[src/rtl/bus_rr_arbiter_if.sv]
// bus_rr_arbiter_if
//   Groups the driver-FIFO side and the packet-bus side of the round-robin arbiter.
//   Optional macro: ARB_STATS_EN adds the pkt_cnt / drop_cnt statistics signals.
// Signals
//   pndng     driver i has a packet at its FIFO head
//   D_pop     head packet of driver i at bits [i*pckg_sz +: pckg_sz]
//   pop       one-hot pop strobe to the granted driver FIFO
//   push      push strobe(s) to the destination driver(s)
//   D_push    packet on the bus, meaningful while any push bit is high
//   grant_id  index of the driver currently or last granted
//   busy      arbiter is moving a packet
//   pkt_cnt   routed packets (ARB_STATS_EN only)
//   drop_cnt  dropped packets (ARB_STATS_EN only)
// Modports
//   master  the arbiter
//   slave   the driver FIFOs and bus terminals
interface bus_rr_arbiter_if #(
  parameter int drvrs   = 4,
  parameter int pckg_sz = 16
);
  logic [drvrs-1:0]         pndng;
  logic [drvrs*pckg_sz-1:0] D_pop;
  logic [drvrs-1:0]         pop;
  logic [drvrs-1:0]         push;
  logic [pckg_sz-1:0]       D_push;
  logic [3:0]               grant_id;
  logic                     busy;
`ifdef ARB_STATS_EN
  logic [15:0]              pkt_cnt;
  logic [15:0]              drop_cnt;

  modport master (
    input  pndng, D_pop,
    output pop, push, D_push, grant_id, busy, pkt_cnt, drop_cnt
  );
  modport slave (
    output pndng, D_pop,
    input  pop, push, D_push, grant_id, busy, pkt_cnt, drop_cnt
  );
`else
  modport master (
    input  pndng, D_pop,
    output pop, push, D_push, grant_id, busy
  );
  modport slave (
    output pndng, D_pop,
    input  pop, push, D_push, grant_id, busy
  );
`endif
endinterface

[src/rtl/bus_rr_arbiter.sv]
// bus_rr_arbiter
//   Round-robin controller for the shared packet bus. One pending driver is granted,
//   its head packet is popped and latched, then pushed to the destination named in
//   the header byte, or to every driver except the source for the broadcast ID.
//   Each packet takes three cycles: IDLE (arbitrate) -> POP -> PUSH.
//   Optional macro: ARB_STATS_EN adds pkt_cnt / drop_cnt counters on the interface.
// Ports
//   clk    rising-edge clock
//   reset  synchronous, active-high
//   bus    bus_rr_arbiter_if.master: pndng, D_pop in; pop, push, D_push, grant_id,
//          busy (and pkt_cnt, drop_cnt with ARB_STATS_EN) out
module bus_rr_arbiter #(
  parameter int         drvrs     = 4,
  parameter int         pckg_sz   = 16,
  parameter logic [7:0] broadcast = 8'hFF
) (
  input  logic             clk,
  input  logic             reset,
  bus_rr_arbiter_if.master bus
);

  typedef enum logic [1:0] {IDLE, POP, PUSH} state_t;

  localparam logic [drvrs-1:0] ONE = {{(drvrs-1){1'b0}}, 1'b1};

  state_t             state;
  state_t             state_nxt;
  logic [3:0]         rr_ptr;
  logic [3:0]         grant_id;
  logic [3:0]         winner;
  logic [3:0]         ptr_nxt;
  logic [pckg_sz-1:0] pkt_reg;
  logic [pckg_sz-1:0] head_pkt;
  logic [drvrs-1:0]   dest_vec;
  logic [drvrs-1:0]   pop_vec;
  logic [drvrs-1:0]   push_vec;
  logic               busy;

  // First requester at or after ptr, wrapping modulo drvrs.
  function automatic logic [3:0] rr_pick(input logic [drvrs-1:0] req,
                                         input logic [3:0]       ptr);
    logic [3:0] pick;
    logic       found;
    int         idx;
    pick  = ptr;
    found = 1'b0;
    for (int k = 0; k < drvrs; k++) begin
      idx = (int'(ptr) + k) % drvrs;
      if (!found && req[idx]) begin
        pick  = 4'(idx);
        found = 1'b1;
      end
    end
    return pick;
  endfunction

  // Destination strobes for a packet from src; all-zero means the packet is dropped.
  function automatic logic [drvrs-1:0] route(input logic [pckg_sz-1:0] pkt,
                                             input logic [3:0]         src);
    logic [7:0] id;
    id = pkt[pckg_sz-1 -: 8];
    if (id == broadcast)
      return ~(ONE << src);
    else if ((int'(id) < drvrs) && (id != {4'b0000, src}))
      return ONE << id;
    else
      return '0;
  endfunction

  assign winner   = rr_pick(bus.pndng, rr_ptr);
  assign head_pkt = bus.D_pop[int'(grant_id)*pckg_sz +: pckg_sz];
  assign dest_vec = route(pkt_reg, grant_id);
  assign ptr_nxt  = 4'((int'(grant_id) + 1) % drvrs);

  // State register
  always_ff @(posedge clk) begin
    if (reset) state <= IDLE;
    else       state <= state_nxt;
  end

  // Next-state logic: fixed three-cycle walk, no back-to-back bypass
  always_comb begin
    state_nxt = state;
    case (state)
      IDLE:    if (|bus.pndng) state_nxt = POP;
      POP:     state_nxt = PUSH;
      PUSH:    state_nxt = IDLE;
      default: state_nxt = IDLE;
    endcase
  end

  // Output decode: pop and push live in different states, so never overlap
  always_comb begin
    pop_vec  = '0;
    push_vec = '0;
    busy     = 1'b0;
    case (state)
      POP: begin
        pop_vec = ONE << grant_id;
        busy    = 1'b1;
      end
      PUSH: begin
        push_vec = dest_vec;
        busy     = 1'b1;
      end
      default: ;
    endcase
  end

  // Grant, packet latch and pointer. pkt_reg doubles as D_push so the bus value
  // holds between packets; pop is issued even if pndng dropped meanwhile.
  always_ff @(posedge clk) begin
    if (reset) begin
      grant_id <= '0;
      rr_ptr   <= '0;
      pkt_reg  <= '0;
    end else begin
      case (state)
        IDLE:    if (|bus.pndng) grant_id <= winner;
        POP:     pkt_reg <= head_pkt;
        PUSH:    rr_ptr <= ptr_nxt;
        default: ;
      endcase
    end
  end

`ifdef ARB_STATS_EN
  logic [15:0] pkt_cnt;
  logic [15:0] drop_cnt;

  // A broadcast counts as one routed packet; both counters wrap naturally.
  always_ff @(posedge clk) begin
    if (reset) begin
      pkt_cnt  <= '0;
      drop_cnt <= '0;
    end else if (state == PUSH) begin
      if (|dest_vec) pkt_cnt  <= pkt_cnt + 16'd1;
      else           drop_cnt <= drop_cnt + 16'd1;
    end
  end

  assign bus.pkt_cnt  = pkt_cnt;
  assign bus.drop_cnt = drop_cnt;
`endif

  assign bus.pop      = pop_vec;
  assign bus.push     = push_vec;
  assign bus.D_push   = pkt_reg;
  assign bus.grant_id = grant_id;
  assign bus.busy     = busy;

endmodule

[src/flat_wrapper.sv]
// flat-port wrapper written by rule: the top's interface ports become plain ports
module bus_rr_arbiter_flat 
#(
  parameter int         drvrs     = 4,
  parameter int         pckg_sz   = 16,
  parameter logic [7:0] broadcast = 8'hFF
)
  (clk, reset, bus_pndng, bus_D_pop, bus_pop, bus_push, bus_D_push, bus_grant_id, bus_busy);
  bus_rr_arbiter_if #(.drvrs(drvrs), .pckg_sz(pckg_sz)) bus_i ();
  input  logic clk;
  input  logic reset;
  input wire logic [$bits(bus_i.pndng)-1:0] bus_pndng;
  input wire logic [$bits(bus_i.D_pop)-1:0] bus_D_pop;
  output wire logic [$bits(bus_i.pop)-1:0] bus_pop;
  output wire logic [$bits(bus_i.push)-1:0] bus_push;
  output wire logic [$bits(bus_i.D_push)-1:0] bus_D_push;
  output wire logic [$bits(bus_i.grant_id)-1:0] bus_grant_id;
  output wire logic [$bits(bus_i.busy)-1:0] bus_busy;
  assign bus_i.pndng = bus_pndng;
  assign bus_i.D_pop = bus_D_pop;
  assign bus_pop = bus_i.pop;
  assign bus_push = bus_i.push;
  assign bus_D_push = bus_i.D_push;
  assign bus_grant_id = bus_i.grant_id;
  assign bus_busy = bus_i.busy;
  bus_rr_arbiter #(.drvrs(drvrs), .pckg_sz(pckg_sz), .broadcast(broadcast)) u_core (.clk(clk), .reset(reset), .bus(bus_i));
endmodule
[config.mk]
export PLATFORM = sky130hd
export DESIGN_NAME = bus_rr_arbiter_flat
export DESIGN_NICKNAME = d
export VERILOG_FILES = /design/src/rtl/bus_rr_arbiter_if.sv /design/src/rtl/bus_rr_arbiter.sv /design/src/flat_wrapper.sv
export SDC_FILE = /design/constraint.sdc
export NUM_CORES = 1
export LEC_CHECK = 0
export ABC_AREA = 1
export BUFFER_PORTS_ARGS = -buffer_cell sky130_fd_sc_hd__buf_2
export CAP_MARGIN = 20
export CORE_MARGIN = 2
export CORE_UTILIZATION = 40
export DETAILED_ROUTE_END_ITERATION = 12
export GPL_TIMING_DRIVEN = 1
export PLACE_DENSITY = 0.73
export SLEW_MARGIN = 20
export SYNTH_ARGS = -nofsm -noshare
export SYNTH_HDL_FRONTEND = slang
export SYNTH_SLANG_ARGS = --single-unit
[constraint.sdc]
create_clock -name clk -period 2.2 [get_ports clk]
set_clock_uncertainty 0.05 [all_clocks]
set_input_delay 0.22 -clock clk [delete_from_list [all_inputs] [get_ports clk]]
set_output_delay 0.22 -clock clk [all_outputs]
set_load 0.05 [all_outputs]
==> metrics.yaml, run 1 <==
cp_cell_sequence: "inv_2, ha_1, or2_0, a21oi_4, clkbuf_4"
synth_top_area_share_pct: 24.0
core.rowCount: 24
synth.area.top_cells: "dfxtp_1 (24%), nor2_1 (11%), inv_1 (7.8%)"
cts_tree: "yes"
chipHeight_um: 71.7
root_buffer: "clkbuf_8"
multi_input_area_um2: 1160
cp-end-kind: "output port"
wirelength_um: 5300
grt_pass1_wl_um: 8750
worstSetupStartpointType: "flop"
syn_area_um2: 1840
setup_viol: 0
place_congestion: 0.844
ir_drop_mv: 0.269
synth_area_leader_cell: "dfxtp_1"
pwr_density_cell_nw_per_um2: 658
path_class: "reg2out"
path_buf_inv: 2
synth_warnings: 0
initialDrtViolationCount: 114
finalHoldViolations: 0
status: "finished, final reports clean"
die_w_um: 71.7
cp_slowest_cell: "dfxtp_2"
numCtsBuffers: 3
antenna_cells: 0
cts_hold_buf: 0
leakage_nw: 1.32
worstMarginPinSlew_ns: 0.716
fmax_mhz: 475
core_region_area_um2: 4380
yosys_register_bits: 22
wire_per_inst_um: 12.0
num_vias: 2240
clk_pin_slew_worst_paths_ns: 0.08
fin_area_um2: 2430
placed_cell_area_um2: 2350
cp_data_arrival_time_ns: 1.84
critPathTopFamily: "flip-flops"
final.min_clock_period_ns: 2.11
nFillCells: 428
seqCellArea_um2: 444
required_ns: 1.93
clock_sinks: 22
grt_pass1_vias: 2032
num-nets-final: 470
fin_crit_sh_pct: 95.7
cts_max_level: 1
max_cap_violations: 0
critPathMaxStageDelay_ns: 0.48
antenna_found_initial: 0
track_usage_pct: 21.0
area_growth_syn_to_layout_pct: 32.2
hpwlAfterDp_um: 4140
ant_nets: 0
crit_fanout: 18
grt_max_degree: 25
placement.io_buffers: 96
clk_latency_ns: 0.26
drive_gt1_share_pct: 35.0
final_common_cell: "buf_2"
cts_buffer_depth: 2
ys_seq_area_share_pct: 24.0
die_area_um2: 5150
layout_common_cells: "buf_2 (94), nor2_1 (53), inv_1 (38)"
holdCritPathClass: "in2reg"
io_pins: 99
postSynthAreaPerCell_um2: 6.08
ys_types: 29
drc: 0
relSlewSlack_pct: 52.2
p_total_mw: 1.60
drv_slew: 0
tns_ns: 0
dp_cells: 438
grt_overflow: 0
final-instance-count-excl-fill: 443
start_util_pct: 41.9
drt_pass1_iterations: 4
syn_inst: 302
viasPerCell: 5.06
[where the power goes]
part	switching (mW)	total, mW	leakage, nW	internal, mW
clock	0.132	0.255	0.0216	0.122
sequential	0.0493	0.500	0.183	0.450
combinational	0.576	0.843	1.12	0.268
[synth_stat cells, drive strengths merged]
master,instances
ha,7
xnor2,2
o22ai,16
or2,2
nand2,41
a21oi,18
inv,47
buf,7
o21ai,54
clkbuf,11
o211ai,1
nor4,2
conb,1
dfxtp,22
a211oi,1
nor2,55
nand3,14
nor3,1
[sequential cells by signal (all words and copies together) (netlist names)]
signal,count
u_core.bus.D_push,16
u_core.state,2
u_core.bus.grant_id,2
u_core.rr_ptr,2
[area by class of cell]
type	instances	area share [%]
Clock buffer	3	1.70
Inverter	47	7.37
Multi-Input combinational cell	216	47.8
Sequential cell	22	18.3
Tap cell	52	2.68
Timing Repair Buffer	103	22.2
[worst min-delay path, delay by kind of cell]
kind / cells / cell delay, ns
AO/OA/AOI/OAI: 2 / 0.18
buffers and inverters: 2 / 0.12
AND/OR/NAND/NOR: 1 / 0.03
[repair_timing]
| item | CTS | global route |
|---|---|---|
| resized for setup | 1 | 4 |
| pin swaps | 0 | 1 |
| endpoints found under the setup margin | 1 | 3 |
| endpoints found under the hold margin | 0 | 0 |
| setup buffers | 0 | 2 |
[routing by layer]
metal | share of wire, % | track usage [%] | wire, um | up-vias
met5 | 0 | 0 | 0 | -
met4 | 1.2 | 7.13 | 65 | 0
met3 | 8.0 | 3.94 | 425 | 6
met2 | 47 | 37.2 | 2490 | 91
met1 | 44 | 25.2 | 2310 | 987
li1 | - | - | - | 1156
[stage by stage]
stage / hold WS [ns] / setup WS, ns / utilization [%]
after floorplan: 0.395 / 0.120 / -
after global placement: 0.452 / 0.362 / 53.6
after detailed placement: 0.466 / 0.282 / 53.6
after CTS: 0.254 / 0.0151 / 54.6
after global routing: 0.274 / -0.00940 / 55.4
final: 0.260 / 0.0940 / 55.4
[worst paths after layout]
| path | start | end | slack (ns) | cells after the start |
|---|---|---|---|---|
| setup / recovery | u_core.bus.grant_id[1] | bus_push[0] | 0.09 | 5 |
| hold / removal | bus_D_pop[4] | u_core.bus.D_push[4] | 0.26 | 5 |
| setup reg to reg | u_core.rr_ptr[0] | u_core.bus.grant_id[0] | 0.54 | 11 |
| hold reg to reg | u_core.state[1] | u_core.state[1] | 0.48 | 2 |
[cells by family (layout without fill, tap and decap cells)]
group	count (synthesis)	in the layout	synth area share, %
adders and majority gates	7	7	4.77
other	1	2	0.204
AOI/OAI and AO/OA	90	90	26.4
and+or+nand+nor	115	115	28.3
buffers and inverters	65	153	15.4
xor gates and xnor gates	2	2	0.955
DFF	22	22	24.0
Power figures use the tool's default switching activity.
==> run 2, diff against run 1 <==
- ABC_AREA: 1 -> default
- PLACE_DENSITY: 0.73 -> 0.76
==> run 2 against run 1 <==
  * Wire length decreased by 27%
  * Critical path type unchanged
  * Register-to-register slack improved by 0.09 ns
  * Largest power group unchanged
  * Synthesized area decreased by 16%
  * Critical path depth unchanged
==> metrics.yaml, run 2 <==
crit_start: "u_core.state[0]"
core.rowCount: 22
largest_register_ff_count: 16
hpwlAfterDp_um: 3060
worstSetupStartpointType: "flop"
ys_types: 29
clock_sinks: 22
fin_area_um2: 2170
root_buffer: "clkbuf_8"
leakage_nw: 1.04
antenna_cells: 0
clk_latency_ns: 0.26
core_region_area_um2: 3690
cts_tree: "yes"
rsz0062_at_grt: "false"
pwr_density_cell_nw_per_um2: 607
status: "finished, final reports clean"
grt_overflow: 0
layout_common_cells: "buf_2 (96), nor2_1 (25), mux2i_1 (19), dfxtp_1 (19), mux4_1 (9)"
placement.io_buffers: 96
cts_max_level: 1
cts_hold_buf: 0
wire_per_inst_um: 13.6
holdCritPathClass: "in2reg"
ir_drop_mv: 0.277
max_cap_violations: 0
grt_pass1_vias: 1341
setup_viol: 0
fin_crit_sh_pct: 93.4
synth-edff-count: 0
drt_pass1_iterations: 4
drc: 0
track_usage_pct: 17.1
required_ns: 1.93
worst_slack_ns: 0.144
final_util_pct: 58.8
reg2reg_from: "u_core.state[1]"
hold_depth: 3
syn_inst: 141
tns_ns: 0
viasPerCell: 5.05
final_common_cell: "buf_2"
grt_pass1_wl_um: 5890
numCtsBuffers: 3
start_util_pct: 41.7
yosys-top-cells-count: "nor2_1 (25), dfxtp_1 (22), mux2i_1 (19)"
yosys_register_bits: 22
area_growth_syn_to_layout_pct: 40.9
crit_fanout: 4
antenna_found_initial: 0
fmax_mhz: 486
synth_top_area_share_pct: 28.6
synth.area.top_cells: "dfxtp_1 (29%), mux4_1 (15%), mux2i_1 (12%)"
synthArstFlopShare_pct: 0
placed_cell_area_um2: 2070
synthFlopType: "dfxtp_1"
cp_data_arrival_time_ns: 1.79
grt_max_degree: 24
drv_slew: 0
place_congestion: 0.743
chipHeight_um: 66
num-nets-final: 315
synth_warnings: 0
synth_area_leader_cell: "dfxtp_1"
postSynthAreaPerCell_um2: 10.9
io_pins: 99
initialDrtViolationCount: 77
clk_pin_slew_worst_paths_ns: 0.08
finalHoldViolations: 0
num_vias: 1440
die_area_um2: 4360
ant_nets: 0
pre_cts_ws_ns: 0.315
wirelength_um: 3870
worstHoldStart: "bus_pndng[3]"
final-instance-count-excl-fill: 285
final.min_clock_period_ns: 2.06
yosysMostFrequentCell: "nor2_1"
drive_gt1_share_pct: 51.5
dp_cells: 280
syn_area_um2: 1540
cts_buffer_depth: 2
reg2regPathDepth: 5
cp-end-kind: "output port"
die_w_um: 66
path_class: "reg2out"
ys_seq_area_share_pct: 28.6
[run 2: cells by family (layout without fill, tap and decap cells)]
| family | after synthesis | count (layout) | share of synthesized area (%) |
|---|---|---|---|
| buffers and inverters | 17 | 112 | 6.84 |
| adder cells (fa/ha/maj) | 7 | 7 | 5.70 |
| AO/OA/AOI/OAI | 12 | 12 | 5.70 |
| multiplexers | 35 | 35 | 38.0 |
| flip-flops | 22 | 22 | 28.6 |
| XOR/XNOR | 2 | 2 | 1.14 |
| other | 1 | 2 | 0.244 |
| AND/OR/NAND/NOR | 45 | 45 | 13.8 |
[run 2: timing repair]
| item | 4_1_cts | 5_1_grt |
|---|---|---|
| endpoints found under the setup margin | 0 | 4 |
| gates resized for setup | 0 | 3 |
| buffers inserted | 0 | 1 |
[run 2: critical path, cell delays in order (launching register included)]
cell	delay, ns
dfxtp_1	0.33
inv_1	0.08
ha_1	0.27
o2111ai_2	0.25
o32ai_4	0.30
buf_2	0.30
[run 2: final cells by class]
cell class / instances / area [um2]
Clock buffer: 3 / 41.3
Timing Repair Buffer: 101 / 518
Multi-Input combinational cell: 103 / 1050
Tap cell: 48 / 60.1
Inverter: 7 / 26.3
Fill cell: 333 / 1520
Sequential cell: 22 / 444
Clock inverter: 1 / 30.0
[run 2: worst paths after layout]
check / endpoint / slack [ns]
max: bus_push[2] / 0.14
min: u_core.bus.grant_id[1] / 0.25
max reg2reg: u_core.bus.D_push[13] / 0.63
min reg2reg: u_core.bus.D_push[0] / 0.45
[run 2: metal layers]
layer,track usage (%),share of wire (%),vias to the layer above,wire length (um)
met3,2.90,8.8,2,339
met4,2.30,0.28,0,11
met5,0,0,-,0
met1,20.5,41,658,1570
met2,32.4,50,71,1940
li1,-,-,709,-
[run 2: power breakdown]
group	total, mW	internal [mW]	switching, mW
Clock	0.375	0.243	0.132
Sequential	0.468	0.434	0.0336
Combinational	0.473	0.193	0.280
Total	1.32	0.870	0.445
[run 2: through the flow]
step / hold slack (ns) / total power [mW]
5_1_grt: 0.275 / 1.38
4_1_cts: 0.251 / 1.32
2_1_floorplan: 0.247 / 0.823
3_3_place_gp: 0.419 / 0.939
3_5_place_dp: 0.428 / 0.947
6_report: 0.255 / 1.32
==> run 3, diff against run 2 <==
- CELL_PAD_IN_SITES_DETAIL_PLACEMENT: default -> 0
- CELL_PAD_IN_SITES_GLOBAL_PLACEMENT: default -> 1
- CORE_UTILIZATION: 40 -> 33
- PLACE_DENSITY: 0.76 -> default
- PLACE_DENSITY_LB_ADDON: default -> 0.1
==> run 3 against run 2 <==
  * Global-route usage fell by 0.21 points
  * Die area rose by 20%
  * Count of clock-buffer cells in the layout rose by 1
  * Critical path type unchanged
  * Via count rose by 3.0%
  * Sequential power barely moved
  * Largest power group unchanged
==> metrics.yaml, run 3 (synthesized netlist as in run 2, its figures left out) <==
setup_viol: 0
tns_ns: 0
drv_slew: 0
cts_hold_buf: 0
placed_cell_area_um2: 2090
wire_per_inst_um: 14.6
clock_sinks: 22
antenna_cells: 0
cts_tree: "yes"
cts_setup_buffers: 0
final_util_pct: 48.8
p_switching_uw: 443
final.min_clock_period_ns: 2.06
grt_max_degree: 24
nFillCells: 422
placement.io_buffers: 96
pre_cts_ws_ns: 0.305
pwr-share-seq_pct: 37.9
worst_slack_ns: 0.145
ctsResizeCount: 0
holdCritPathClass: "in2reg"
clk_pin_slew_worst_paths_ns: 0.08
die_w_um: 72.3
fin_crit_sh_pct: 93.4
ant_nets: 0
die_area_um2: 5220
chipHeight_um: 72.3
crit_fanout: 4
worstSetupStartpointType: "flop"
layout_common_cells: "buf_2 (96), nor2_1 (25), mux2i_1 (19), dfxtp_1 (19), mux4_1 (9)"
regToRegSetupSlack_ns: 0.64
grt_pass1_vias: 1550
ir_drop_mv: 0.245
core.rowCount: 24
max_cap_violations: 0
power_frac_clock_pct: 23.0
finalHoldViolations: 0
viasPerCell: 5.13
numCtsBuffers: 3
start_util_pct: 34.8
grt_pass1_wl_um: 6910
path_class: "reg2out"
cts_buffer_depth: 2
final_common_cell: "buf_2"
leakage_nw: 1.04
place_congestion: 0.852
fmax_mhz: 487
p_comb_share_pct: 39.1
grt_overflow: 0
cp-end-kind: "output port"
status: "finished, final reports clean"
rsz0062_at_grt: "false"
cp_data_arrival_time_ns: 1.79
drive_gt1_share_pct: 51.5
num_vias: 1483
track_usage_pct: 16.9
largest_register_ff_count: 16
required_ns: 1.93
hpwlAfterDp_um: 3500
core_region_area_um2: 4410
wirelength_um: 4220
fin_area_um2: 2160
clk_latency_ns: 0.25
antenna_found_initial: 0
num-nets-final: 315
internal_power_uw: 789
pwr_density_cell_nw_per_um2: 572
area_growth_syn_to_layout_pct: 40.2
switching_share_pct: 36.0
cts_max_level: 1
root_buffer: "clkbuf_8"
drc: 0
io_pins: 99
initialDrtViolationCount: 32
drt_pass1_iterations: 4
## run 3: cell count changes in the layout (fill, tap and decap cells not counted)
cell	change
clkbuf_8	+1
bufinv_16	-1
## run 3: path summary, 6_finish.rpt
kind	from	to	cells past startpoint
max	u_core.state[0]	bus_push[2]	5
min	bus_pndng[3]	u_core.bus.grant_id[1]	3
max reg2reg	u_core.bus.grant_id[0]	u_core.bus.D_push[15]	4
min reg2reg	u_core.bus.D_push[4]	u_core.bus.D_push[4]	2
## run 3: worst max-delay path, stage by stage (launching register included)
cell and delay (ns):
dfxtp_1 0.33, inv_1 0.08, ha_1 0.27, o2111ai_2 0.26
o32ai_4 0.30, buf_2 0.30
## run 3: layer usage
layer  part of all wire (%)  up-vias  global-route usage (%)
li1                       -      714                       -
met1                     39      695                    20.0
met2                     52       66                    30.0
met3                    7.6        8                    3.47
met4                    1.8        0                    6.29
met5                      0        -                       0
## run 3: power groups by stage
| stage | sequential, mW | combinational, mW | clock, mW |
|---|---|---|---|
| global route | 0.473 | 0.522 | 0.316 |
| floorplan | 0.572 | 0.251 | 0 |
| detailed placement | 0.474 | 0.483 | 0 |
| CTS | 0.465 | 0.484 | 0.296 |
| finish | 0.467 | 0.482 | 0.283 |
| global placement | 0.471 | 0.473 | 0 |
## run 3: final cells by class
class	count	area, um2	area share [%]
multi-input cells	103	1050	48.6
repair buffers	101	518	24.0
flip-flops and latches	22	444	20.6
well taps	52	65.1	3.02
clock buffers	4	55.1	2.55
inverters	7	26.3	1.22
## run 3: metrics by stage
stage          cells  hold slack [ns]  total power [mW]
2_1_floorplan    142            0.247             0.823
3_3_place_gp     285            0.421             0.945
3_5_place_dp     285            0.430             0.957
4_1_cts          289            0.239              1.25
5_1_grt          289            0.252              1.31
6_report         289            0.247              1.23
